File: src/rtl/serial_case_pkg.sv
// Shared types and limits for the serial case-statement evaluator.
// Item kinds describe how each case label produces its match value.
package serial_case_pkg;

  localparam int MAX_ITEMS = 16;
  localparam int IDX_W     = 4;

  typedef enum logic [0:0] {
    IK_TMP_POSTINC,
    IK_CONST
  } item_kind_e;

  typedef enum logic [1:0] {
    IDLE,
    EVAL,
    DONE
  } state_e;

  // Wrapping post-increment of the temporary, modulo 2^W.
  function automatic logic [31:0] wrap_inc(input logic [31:0] value, input int width);
    logic [31:0] mask;
    mask = (width >= 32) ? '1 : ((32'd1 << width) - 32'd1);
    return (value + 32'd1) & mask;
  endfunction

endpackage

File: src/rtl/serial_case_matcher_select.sv
// Combinational per-item lookup: match value, increment enable, answer and
// last-item flag for the case item currently addressed by idx.
module case_item_select
  import serial_case_pkg::*;
#(
  parameter int                W          = 4,
  parameter int                NITEMS     = 2,
  parameter item_kind_e        ITEM_KIND  [MAX_ITEMS] = '{0: IK_TMP_POSTINC, default: IK_CONST},
  parameter logic [W-1:0]      ITEM_CONST [MAX_ITEMS] = '{default: '0},
  parameter logic [31:0]       ITEM_ANS   [MAX_ITEMS] = '{0: 32'd1, 1: 32'd2, default: 32'd0}
) (
  input  logic [IDX_W-1:0] idx,
  input  logic [W-1:0]     tmp,
  output logic [W-1:0]     mv,
  output logic             inc_en,
  output logic [W-1:0]     tmp_next,
  output logic [31:0]      ans,
  output logic             last
);

  // NOTE: every output of a combinational block gets a default first so no
  // path leaves it unassigned, which would otherwise infer a latch.
  always_comb begin
    mv       = ITEM_CONST[idx];
    inc_en   = 1'b0;
    tmp_next = tmp;
    if (ITEM_KIND[idx] == IK_TMP_POSTINC) begin
      mv       = tmp;
      inc_en   = 1'b1;
      tmp_next = tmp + W'(1);
    end
  end

  assign ans  = ITEM_ANS[idx];
  assign last = (idx == IDX_W'(NITEMS - 1));

endmodule

File: src/rtl/serial_case_matcher.sv
// Evaluates a priority case one item per clock, stopping at the first match;
// a post-increment item commits its side effect exactly once when evaluated.
module serial_case_matcher
  import serial_case_pkg::*;
#(
  parameter int           W           = 4,
  parameter int           NITEMS      = 2,
  parameter item_kind_e   ITEM_KIND   [MAX_ITEMS] = '{0: IK_TMP_POSTINC, default: IK_CONST},
  parameter logic [W-1:0] ITEM_CONST  [MAX_ITEMS] = '{default: '0},
  parameter logic [31:0]  ITEM_ANS    [MAX_ITEMS] = '{0: 32'd1, 1: 32'd2, default: 32'd0},
  parameter logic [31:0]  DEFAULT_ANS = 32'd0
) (
  input  logic             clk,
  input  logic             rst_n,
  input  logic             in_valid,
  output logic             in_ready,
  input  logic [W-1:0]     in_a,
  input  logic [W-1:0]     in_b,
  output logic             out_valid,
  input  logic             out_ready,
  output logic [31:0]      out_ans,
  output logic [W-1:0]     out_tmp,
  output logic             out_hit,
  output logic [IDX_W-1:0] out_idx
);

  state_e             state;
  logic [W-1:0]       a;
  logic [W-1:0]       tmp;
  logic [IDX_W-1:0]   idx;

  logic [W-1:0]       mv;
  logic               inc_en;
  logic [W-1:0]       tmp_next;
  logic [31:0]        item_ans;
  logic               item_last;

  case_item_select #(
    .W          (W),
    .NITEMS     (NITEMS),
    .ITEM_KIND  (ITEM_KIND),
    .ITEM_CONST (ITEM_CONST),
    .ITEM_ANS   (ITEM_ANS)
  ) u_select (
    .idx      (idx),
    .tmp      (tmp),
    .mv       (mv),
    .inc_en   (inc_en),
    .tmp_next (tmp_next),
    .ans      (item_ans),
    .last     (item_last)
  );

  // NOTE: sequential state uses non-blocking assignments only, so every
  // register samples pre-edge values and ordering inside the block is irrelevant.
  always_ff @(posedge clk or negedge rst_n) begin
    if (!rst_n) begin
      state     <= IDLE;
      in_ready  <= 1'b1;
      out_valid <= 1'b0;
      out_ans   <= '0;
      out_tmp   <= '0;
      out_hit   <= 1'b0;
      out_idx   <= '0;
      a         <= '0;
      tmp       <= '0;
      idx       <= '0;
    end else begin
      unique case (state)
        IDLE: begin
          if (in_valid) begin
            a        <= in_a;
            tmp      <= in_b;
            idx      <= '0;
            in_ready <= 1'b0;
            state    <= EVAL;
          end
        end

        EVAL: begin
          // The old tmp is compared while the increment still commits.
          if (inc_en) tmp <= tmp_next;
          if (a == mv) begin
            out_ans   <= item_ans;
            out_hit   <= 1'b1;
            out_idx   <= idx;
            out_tmp   <= tmp_next;
            out_valid <= 1'b1;
            state     <= DONE;
          end else if (item_last) begin
            out_ans   <= DEFAULT_ANS;
            out_hit   <= 1'b0;
            out_idx   <= '0;
            out_tmp   <= tmp_next;
            out_valid <= 1'b1;
            state     <= DONE;
          end else begin
            idx <= idx + IDX_W'(1);
          end
        end

        DONE: begin
          if (out_ready) begin
            out_valid <= 1'b0;
            in_ready  <= 1'b1;
            state     <= IDLE;
          end
        end

        default: begin
          state    <= IDLE;
          in_ready <= 1'b1;
        end
      endcase
    end
  end

endmodule

File: config.mk
export PLATFORM = sky130hd
export DESIGN_NAME = serial_case_matcher
export DESIGN_NICKNAME = d
export VERILOG_FILES = /design/src/rtl/serial_case_pkg.sv /design/src/rtl/serial_case_matcher_select.sv /design/src/rtl/serial_case_matcher.sv
export SDC_FILE = /design/constraint.sdc
export NUM_CORES = 1
export LEC_CHECK = 0
export BUFFER_PORTS_ARGS = -buffer_cell sky130_fd_sc_hd__buf_4
export CAP_MARGIN = 0
export CORE_ASPECT_RATIO = 0.9
export CORE_MARGIN = 2
export CORE_UTILIZATION = 54
export CTS_CLUSTER_DIAMETER = 200
export DETAILED_ROUTE_END_ITERATION = 10
export GPL_TIMING_DRIVEN = 0
export HOLD_SLACK_MARGIN = 0.02
export PLACE_DENSITY = 0.9
export SETUP_SLACK_MARGIN = 0.4
export SLEW_MARGIN = 0
export SYNTH_ARGS = -nofsm -noshare
export SYNTH_HDL_FRONTEND = slang
export SYNTH_SLANG_ARGS = --single-unit
File: constraint.sdc
create_clock -name clk -period 7.58 [get_ports clk]
set_clock_uncertainty 0.2 [all_clocks]
set_input_delay 1.516 -clock clk [delete_from_list [all_inputs] [get_ports clk]]
set_output_delay 1.516 -clock clk [all_outputs]
set_load 0.01 [all_outputs]
==> results of run 1 <==
==> metrics by stage <==
stage	total power, mW	utilization [%]	hold slack, ns
global placement	0.690	70.3	0.261
CTS	0.782	71.3	0.301
floorplan	0.588	-	0.267
finish	0.780	71.3	0.300
global route	0.838	71.3	0.326
detailed placement	0.721	70.3	0.269
==> metal layers <==
layer  global-route usage (%)  up-vias  wire length (um)
met5                        0        -                 0
met4                     5.78        0                24
met3                     6.45        6               217
met2                     34.7       42              1740
met1                     21.1      599              1240
li1                         -      614                 -
==> power breakdown <==
part           switching [mW]  internal, mW
Combinational           0.235         0.214
Clock                  0.0442        0.0199
Sequential             0.0555         0.212
Total                   0.334         0.445
==> synthesized netlist by cell type (2+ instances only) <==
cell | n | share of area (%)
sky130_fd_sc_hd__nor3_1 | 3 | 0.92
sky130_fd_sc_hd__nor2_1 | 8 | 1.8
sky130_fd_sc_hd__mux2_4 | 4 | 3.7
sky130_fd_sc_hd__a21oi_1 | 3 | 0.92
sky130_fd_sc_hd__nand3_1 | 5 | 1.5
sky130_fd_sc_hd__buf_4 | 32 | 15
sky130_fd_sc_hd__nand2_1 | 30 | 6.9
sky130_fd_sc_hd__mux2i_1 | 6 | 3.7
sky130_fd_sc_hd__a21o_1 | 2 | 0.92
sky130_fd_sc_hd__inv_1 | 7 | 1.6
sky130_fd_sc_hd__xnor2_1 | 4 | 2.1
sky130_fd_sc_hd__and4bb_1 | 2 | 1.5
sky130_fd_sc_hd__dfrtp_1 | 26 | 40
sky130_fd_sc_hd__nand3b_1 | 2 | 0.92
sky130_fd_sc_hd__ha_1 | 5 | 3.8
sky130_fd_sc_hd__o22ai_1 | 2 | 0.76
==> kinds of logic after synthesis <==
family | Yosys count | synth area share (%)
AO/OA/AOI/OAI | 16 | 7.55
flip-flops | 27 | 41.3
multiplexers | 11 | 8.01
other | 1 | 0.229
buffers and inverters | 40 | 16.5
XOR/XNOR | 6 | 3.66
AND/OR/NAND/NOR | 59 | 19.0
adder cells (fa/ha/maj) | 5 | 3.81
==> cell type report <==
| cell class | count | area (um2) |
|---|---|---|
| Sequential cell | 27 | 677 |
| Clock inverter | 1 | 5.00 |
| Clock buffer | 3 | 22.5 |
| Inverter | 7 | 26.3 |
| Fill cell | 225 | 808 |
| Timing Repair Buffer | 24 | 180 |
| Multi-Input combinational cell | 127 | 802 |
| Tap cell | 40 | 50.0 |
| Buffer | 33 | 244 |
==> sequential cells by signal (all words and copies together), names as in the netlist <==
name	count
out_hit	1
out_ans	2
idx	4
out_idx	4
tmp	4
out_tmp	4
in_ready	1
out_valid	1
state	2
a	4
==> how the worst min path moves through the flow <==
stage,end,slack [ns],start,depth (start not counted)
after floorplan,a[0]$_DFFE_PN0P_,0.27,a[0]$_DFFE_PN0P_,2
after global placement,out_hit$_DFFE_PN0P_,0.26,out_hit$_DFFE_PN0P_,1
after detailed placement,out_hit$_DFFE_PN0P_,0.27,out_hit$_DFFE_PN0P_,1
after CTS,out_hit$_DFFE_PN0P_,0.30,out_hit$_DFFE_PN0P_,1
after global routing,out_hit$_DFFE_PN0P_,0.33,out_hit$_DFFE_PN0P_,1
final,out_hit$_DFFE_PN0P_,0.30,out_hit$_DFFE_PN0P_,1
==> cell usage in the layout, fill, tap and decap left out, types with 2 or more instances in the layout <==
master / instances
sky130_fd_sc_hd__buf_4: 56
sky130_fd_sc_hd__nand2_1: 30
sky130_fd_sc_hd__conb_1: 30
sky130_fd_sc_hd__dfrtp_1: 26
sky130_fd_sc_hd__nor2_1: 8
sky130_fd_sc_hd__inv_1: 7
sky130_fd_sc_hd__mux2i_1: 6
sky130_fd_sc_hd__nand3_1: 5
sky130_fd_sc_hd__ha_1: 5
sky130_fd_sc_hd__xnor2_1: 4
sky130_fd_sc_hd__mux2_4: 4
sky130_fd_sc_hd__a21oi_1: 3
sky130_fd_sc_hd__nor3_1: 3
sky130_fd_sc_hd__clkbuf_4: 3
sky130_fd_sc_hd__and4bb_1: 2
sky130_fd_sc_hd__nand3b_1: 2
sky130_fd_sc_hd__a21o_1: 2
sky130_fd_sc_hd__o22ai_1: 2
==> critical path, cell delays in order, from the launching register on <==
cell and delay (ns):
sky130_fd_sc_hd__dfrtp_1 0.46, sky130_fd_sc_hd__inv_1 0.10, sky130_fd_sc_hd__ha_1 0.22, sky130_fd_sc_hd__or3b_2 0.53, sky130_fd_sc_hd__inv_1 0.14, sky130_fd_sc_hd__ha_1 0.19
sky130_fd_sc_hd__xnor2_1 0.17, sky130_fd_sc_hd__nand4_4 0.24, sky130_fd_sc_hd__o21ai_4 0.33, sky130_fd_sc_hd__mux2_4 0.34
==> results.md, run 1 <==
- The run finished with clean final reports.
- The tree is rooted in a sky130_fd_sc_hd__clkbuf_4.
- The worst IR drop on VDD is 0.219 mV.
- The setup TNS is 0 ns.
- The ratio of total power to cell area is 388 mW/mm2.
- For this design, the sink count on the clock tree is 27.
- For this run, the top clock speed supported by timing is 331 MHz.
- The net count of the finished layout is 240.
- The slack of the worst reg-to-reg path is 4.56 ns.
- Summing the sequential cell areas from Yosys gives 41.3% of the chip area.
- After routing the design area is 0.00201 mm2.
- The endpoint identified for the worst register-to-register timing path is out_tmp[1]$_DFFE_PN0P_.
- After detailed routing, the number of remaining DRC violations is 0.
- The post-detailed-route count of antenna-violating nets is 0.
- The number of gates resized after CTS is 0.
- After detailed routing, the total wire length is 3.22 mm.
- The nature of the critical path startpoint is a flop.
- At the placement stage, the worst setup path has a slack of 4.39 ns.
- The register clock-pin slew on the reported worst setup and hold paths is 0.15 ns.
- The starting density of the core is 58.3%.
- In this run the standard cell core region covers 0.00282 mm2.
- Max-cap violations in this run came to 0.
- The final number of max-transition violations is 0.
- The floorplan has 18 rows.
- The overall die area is 0.00350 mm2.
- The final weighted congestion in routability-driven placement is 0.832.
- The number of buffers inserted by hold repair at cts is 0.
- The kind of end point of the critical path is a flop.
- The number of hold-slack violations in the final timing report is 0.
- The CTS tree is built.
- In this run the deepest clock path goes through 2 buffers.
- The pin count of the biggest net entering global routing is 28.
- For this run, the number of Yosys warnings is 0.
- The post-CTS setup-driven buffer insertion count is 0.
- The number of cells on the worst reg-to-reg path is 9.
- The post-synthesis instance total is 165.
- At the worst endpoint, the arrival time is 3.06 ns.
- The synthesized area is 0.00164 mm2.
- The number of diodes added for antenna fixing is 0.
- The width of the die is 62.1 um.
- The path class of the lowest-slack min-delay path is flop to flop.
- The critical path starts at idx[0]$_DFFE_PN0P_.
- The launching point of the worst reg2reg path is idx[0]$_DFFE_PN0P_.
- Data on the critical path is required at its endpoint by 7.62 ns.
- The length of the first detailed-routing pass in iterations is 4.
- The commonest register cell after synthesis is sky130_fd_sc_hd__dfrtp_1.
- The number of standard cells in the layout, taps in and fillers out is 262.
- The worst-skew pair later-pin latency is 0.34 ns.
- Summed over all nets, the half-perimeter wirelength after detailed placement is 2.57 mm.
- In this run, CTS created clock tree buffers numbering 3.
- The initial detailed-routing violation count is 35.
- Summing all placed instances gives a cell area of 0.00198 mm2.
- The setup path with the least slack is of type flop to flop.
- Port buffering added 24 buffers.
- The average cell area after synthesis is 9.94 um2.
- The die is 56.3 um tall.
- Setup repair after global routing left no endpoint under its margin.
- The final period demand of the worst path is 3.02 ns.
- The share of async-settable or async-resettable flops after synthesis is 100%.
- The mean routed wirelength per cell is 12.3 um.
- Following the worst setup path forward leads to its endpoint at out_tmp[1]$_DFFE_PN0P_.
- The setup-violating endpoint count in the final report is 0.
- The number of vias in the routed layout is 1261.
- The final critical path takes up 39.8% of the cycle.
- In the final layout, the share of cells above drive strength 1 is 33.3%.
- During I/O placement, the number of pins put on the boundary was 55.
- The signed area change from the synthesized netlist to the final layout is 22.3%.
- Along the worst path, the maximum fanout reaches 9.
- The number of cells in the design after placement is 258.
- The via count of the first global-routing pass is 1187.
- Global routing used 19.5% of the available tracks across all layers.
- The number of flip-flops and latches in the synthesized netlist is 27.
- The number of antenna violations at the first check in global routing was 0.
- Synthesis instantiated 40 different standard cells from the library.
- The static leakage power is 1.05 nW.
- The level count of the clock H-tree is 1.
- The number of enable-type register cells in the synthesized netlist is 0.
- For the pin with the worst max-slew slack, the measured transition is 1.13 ns.
- Using the TritonRoute via totals, the vias-per-cell ratio works out to 4.81.
- The final worst-path setup slack is 4.56 ns.
- For this run the aggregate overflow at the end of global routing stands at 0.
- The first global-routing pass estimated 5.09 mm of wire.
- The worst slew margin relative to its limit is 24.6%.
Note: power is estimated with default switching activity, not from simulation.
==> run 2: changes to the inputs <==
- CORE_UTILIZATION: 54 -> 50
- PLACE_DENSITY: 0.9 -> 0.84
- clock period: 7.58 -> 3 ns (I/O delays scaled with it)
==> run 2 against run 1 <==
- die area up 7.5%
- non-clock buffer count is 8 higher
- clock power grew to 2.6 times the previous value
- critical path depth unchanged
- sequential power increased by 150%
- total power increased to 2.7 times the previous value
- largest cell class unchanged
- highest routed layer unchanged
==> results.md, run 2 (same netlist as run 1, synthesis figures left out) <==
- The later pin in the worst-skew pair is clocked with a latency of 0.34 ns.
- The data arrival time of the critical path is 2.57 ns.
- For this run, the share of the core covered by cells in the final layout is 68.1%.
- In this run the number of H-tree levels came out at 1.
- The setup TNS is 0 ns.
- After detailed routing, the total wire length is 3.14 mm.
- No sink is reached through more buffers than the 2 on the longest clock path.
- The wire length on met1 is 1.39 mm.
- On the worst path, the slowest cell contributes a delay of 0.44 ns.
- The ratio of total power to cell area is 1010 mW/mm2.
- For this block, the via count after detailed routing is 1278.
- The met2 layer wire length in the routed design is 1.51 mm.
- Hold timing on the final database bottoms out at a slack of 0.256 ns.
- On the critical path, the stage with the largest delay is an instance of sky130_fd_sc_hd__dfrtp_2.
- The static leakage power is 1.08 nW.
- The buffer type at the clock tree root is sky130_fd_sc_hd__clkbuf_4.
- The number of hold-slack violations in the final timing report is 0.
- The pin count of the biggest net entering global routing is 28.
- The width of the die is 64.4 um.
- The share of final-layout standard cells stronger than drive strength 1 is 38.3%.
- The library cell appearing most often on the critical path is sky130_fd_sc_hd__inv_2.
- In the final layout, flip-flops and latches occupy 678 um2.
- In the layout the commonest cells are sky130_fd_sc_hd__buf_4 (62), sky130_fd_sc_hd__nand2_1 (30), sky130_fd_sc_hd__conb_1 (30).
- The path with the worst hold slack has its endpoint at a[1]$_DFFE_PN0P_.
- Along the worst path, the maximum fanout reaches 6.
- The number of antenna violations at the first check in global routing is 0.
- The number of diodes added for antenna fixing is 0.
- The sink count of the clock tree is 27.
- The number of rows in the core area is 19.
- The worst min-delay path startpoint is in_a[1].
- Setup repair after global routing left no endpoint under its margin.
- Counting instances, the worst hold path has a depth of 3.
- Using the TritonRoute via totals, the vias-per-cell ratio works out to 4.70.
- The register clock-pin slew on the reported worst setup and hold paths is 0.16 ns.
- From bottom edge to top edge, the die measures 58.3 um.
- The detailed route wirelength on metal3 is 226 um.
- The kind of end point of the critical path is a flop.
- The initial utilization of the core area, before any placement, comes to 53.1%.
- The overall die area is 0.00376 mm2.
- Setup violations remaining at the end of the flow were counted as 0.
- The net count of the finished layout is 248.
- The first global-routing pass estimated 4.95 mm of wire.
- The pin slew with the least headroom to its limit is 1.20 ns.
- Fill cells in the final layout number 268.
- The via count of the first global-routing pass is 1100.
- The worst register-to-register path has a depth of 9.
- The signed area change from the synthesized netlist to the final layout is 28.3%.
- In this run, the number of DRC markers left after iteration 0 of detailed routing was 50.
- The worst register-to-register path has a setup slack of 0.48 ns.
- The floorplan step defined a core boundary enclosing 0.00309 mm2.
- The flow ran to the end, and the final reports show no timing, DRC or antenna violations.
- The post-detailed-route count of antenna-violating nets is 0.
- The footprint of the multi-input gates is 827 um2.
- The launching point of the worst reg2reg path is idx[0]$_DFFE_PN0P_.
- The endpoint identified for the worst register-to-register timing path is out_tmp[3]$_DFFE_PN0P_.
- The total of max-cap violations is 0.
- The number of buffer cells added on primary ports is 24.
- The placed instances occupy a cell area of 0.00198 mm2.
- Static timing analysis puts the maximum clock frequency at 397 MHz.
- Walking the worst path, the cells encountered are inv_2, ha_4, or3b_4, inv_2, ha_2, xnor2_2, nand4_4, o21ai_4, mux2_4.
- The endpoint required time on the critical path is 3.05 ns.
- The congestion estimate from routability-driven global placement came to 0.810.
- Buffers inserted during clock tree synthesis total 3.
- The path class of the lowest-slack min-delay path is input port to flop.
- In the final routed layout, each cell accounts on average for 11.5 um.
- The first detailed-routing pass ran for 4 iterations.
- The final instance area is 0.00210 mm2.
- The final worst-path cycle share is 83.9%.
- The nature of the critical path startpoint is a flop.
- The aggregate global-route resource usage is 17.0%.
- The top routing layer in use is met4.
- The critical path in this run is classified as flop to flop.
- Summed over all layers, the global routing overflow is 0.
- The HPWL reported at the end of detailed placement is 2.24 mm.
- The final number of max-transition violations is 0.
- 55 I/O pins were placed.
- After detailed routing, the number of remaining DRC violations is 0.
- Leaving out fill and tap cells, the most frequent cell in the layout is sky130_fd_sc_hd__buf_4.
- The CTS tree is built.
- The smallest clock period supported by the final layout is computed as 2.52 ns.
- The worst slew margin relative to its limit is 19.7%.
- The worst IR drop on VDD is 0.644 mV.
run 2: cell types whose count changed in the layout (fill, tap and decap cells not counted), sizes merged:
cell         previous run  this run
dlygate4sd3             0         1
clkinvlp                0         1
buf                    56        63
clkinv                  1         0
run 2: how the worst max path moves through the flow:
stage | start | to | slack [ns] | cells past startpoint
floorplan | idx[0]$_DFFE_PN0P_ | out_tmp[0]$_DFFE_PN0P_ | 0.45 | 9
global placement | idx[0]$_DFFE_PN0P_ | out_tmp[0]$_DFFE_PN0P_ | 0.20 | 9
detailed placement | idx[0]$_DFFE_PN0P_ | out_tmp[0]$_DFFE_PN0P_ | 0.17 | 9
CTS | idx[0]$_DFFE_PN0P_ | out_tmp[3]$_DFFE_PN0P_ | 0.44 | 9
global route | idx[1]$_DFFE_PN0P_ | idx[1]$_DFFE_PN0P_ | 0.41 | 9
finish | idx[0]$_DFFE_PN0P_ | out_tmp[3]$_DFFE_PN0P_ | 0.48 | 9
run 2: where the power goes:
group | leakage [nW] | switching, mW | total [mW] | internal [mW]
registers | 0.334 | 0.126 | 0.662 | 0.536
clock network | 0.0139 | 0.114 | 0.165 | 0.0511
logic | 0.735 | 0.637 | 1.29 | 0.654
total | 1.08 | 0.877 | 2.12 | 1.24
run 2: layer usage:
layer	GRT usage, %	up-vias
li1	-	628
met1	21.8	598
met2	30.2	50
met3	3.44	2
met4	3.65	0
met5	0	-
run 2: repair_timing:
item / 4_1_cts / 5_1_grt
endpoints found under the setup margin: 10 / 10
hold buffers: 1 / 0
endpoints found under the hold margin: 26 / 0
pin swaps: 3 / 2
buffers inserted: 6 / 1
resized for setup: 5 / 3
run 2: area by class of cell:
type | count | share of cell area, %
Inverter | 7 | 1.25
Tap cell | 42 | 2.50
Timing Repair Buffer | 32 | 11.7
Clock buffer | 3 | 1.07
Clock inverter | 1 | 0.357
Multi-Input combinational cell | 127 | 39.3
Sequential cell | 27 | 32.2
Buffer | 33 | 11.6
run 2: critical path: cells and delay by family, from the launching register on:
family                   cells  cell delay (ns)
AO/OA/AOI/OAI                1             0.28
adder cells (fa/ha/maj)      2             0.34
multiplexers                 1             0.32
buffers and inverters        2             0.17
XOR/XNOR                     1             0.14
flip-flops                   1             0.44
AND/OR/NAND/NOR              2             0.55
run 2: stage by stage:
step	setup WS (ns)	power, mW	std cells
2_1_floorplan	0.453	1.50	194
5_1_grt	0.405	2.26	272
6_report	0.484	2.12	272
3_3_place_gp	0.205	1.75	260
4_1_cts	0.436	2.06	271
3_5_place_dp	0.173	1.79	260
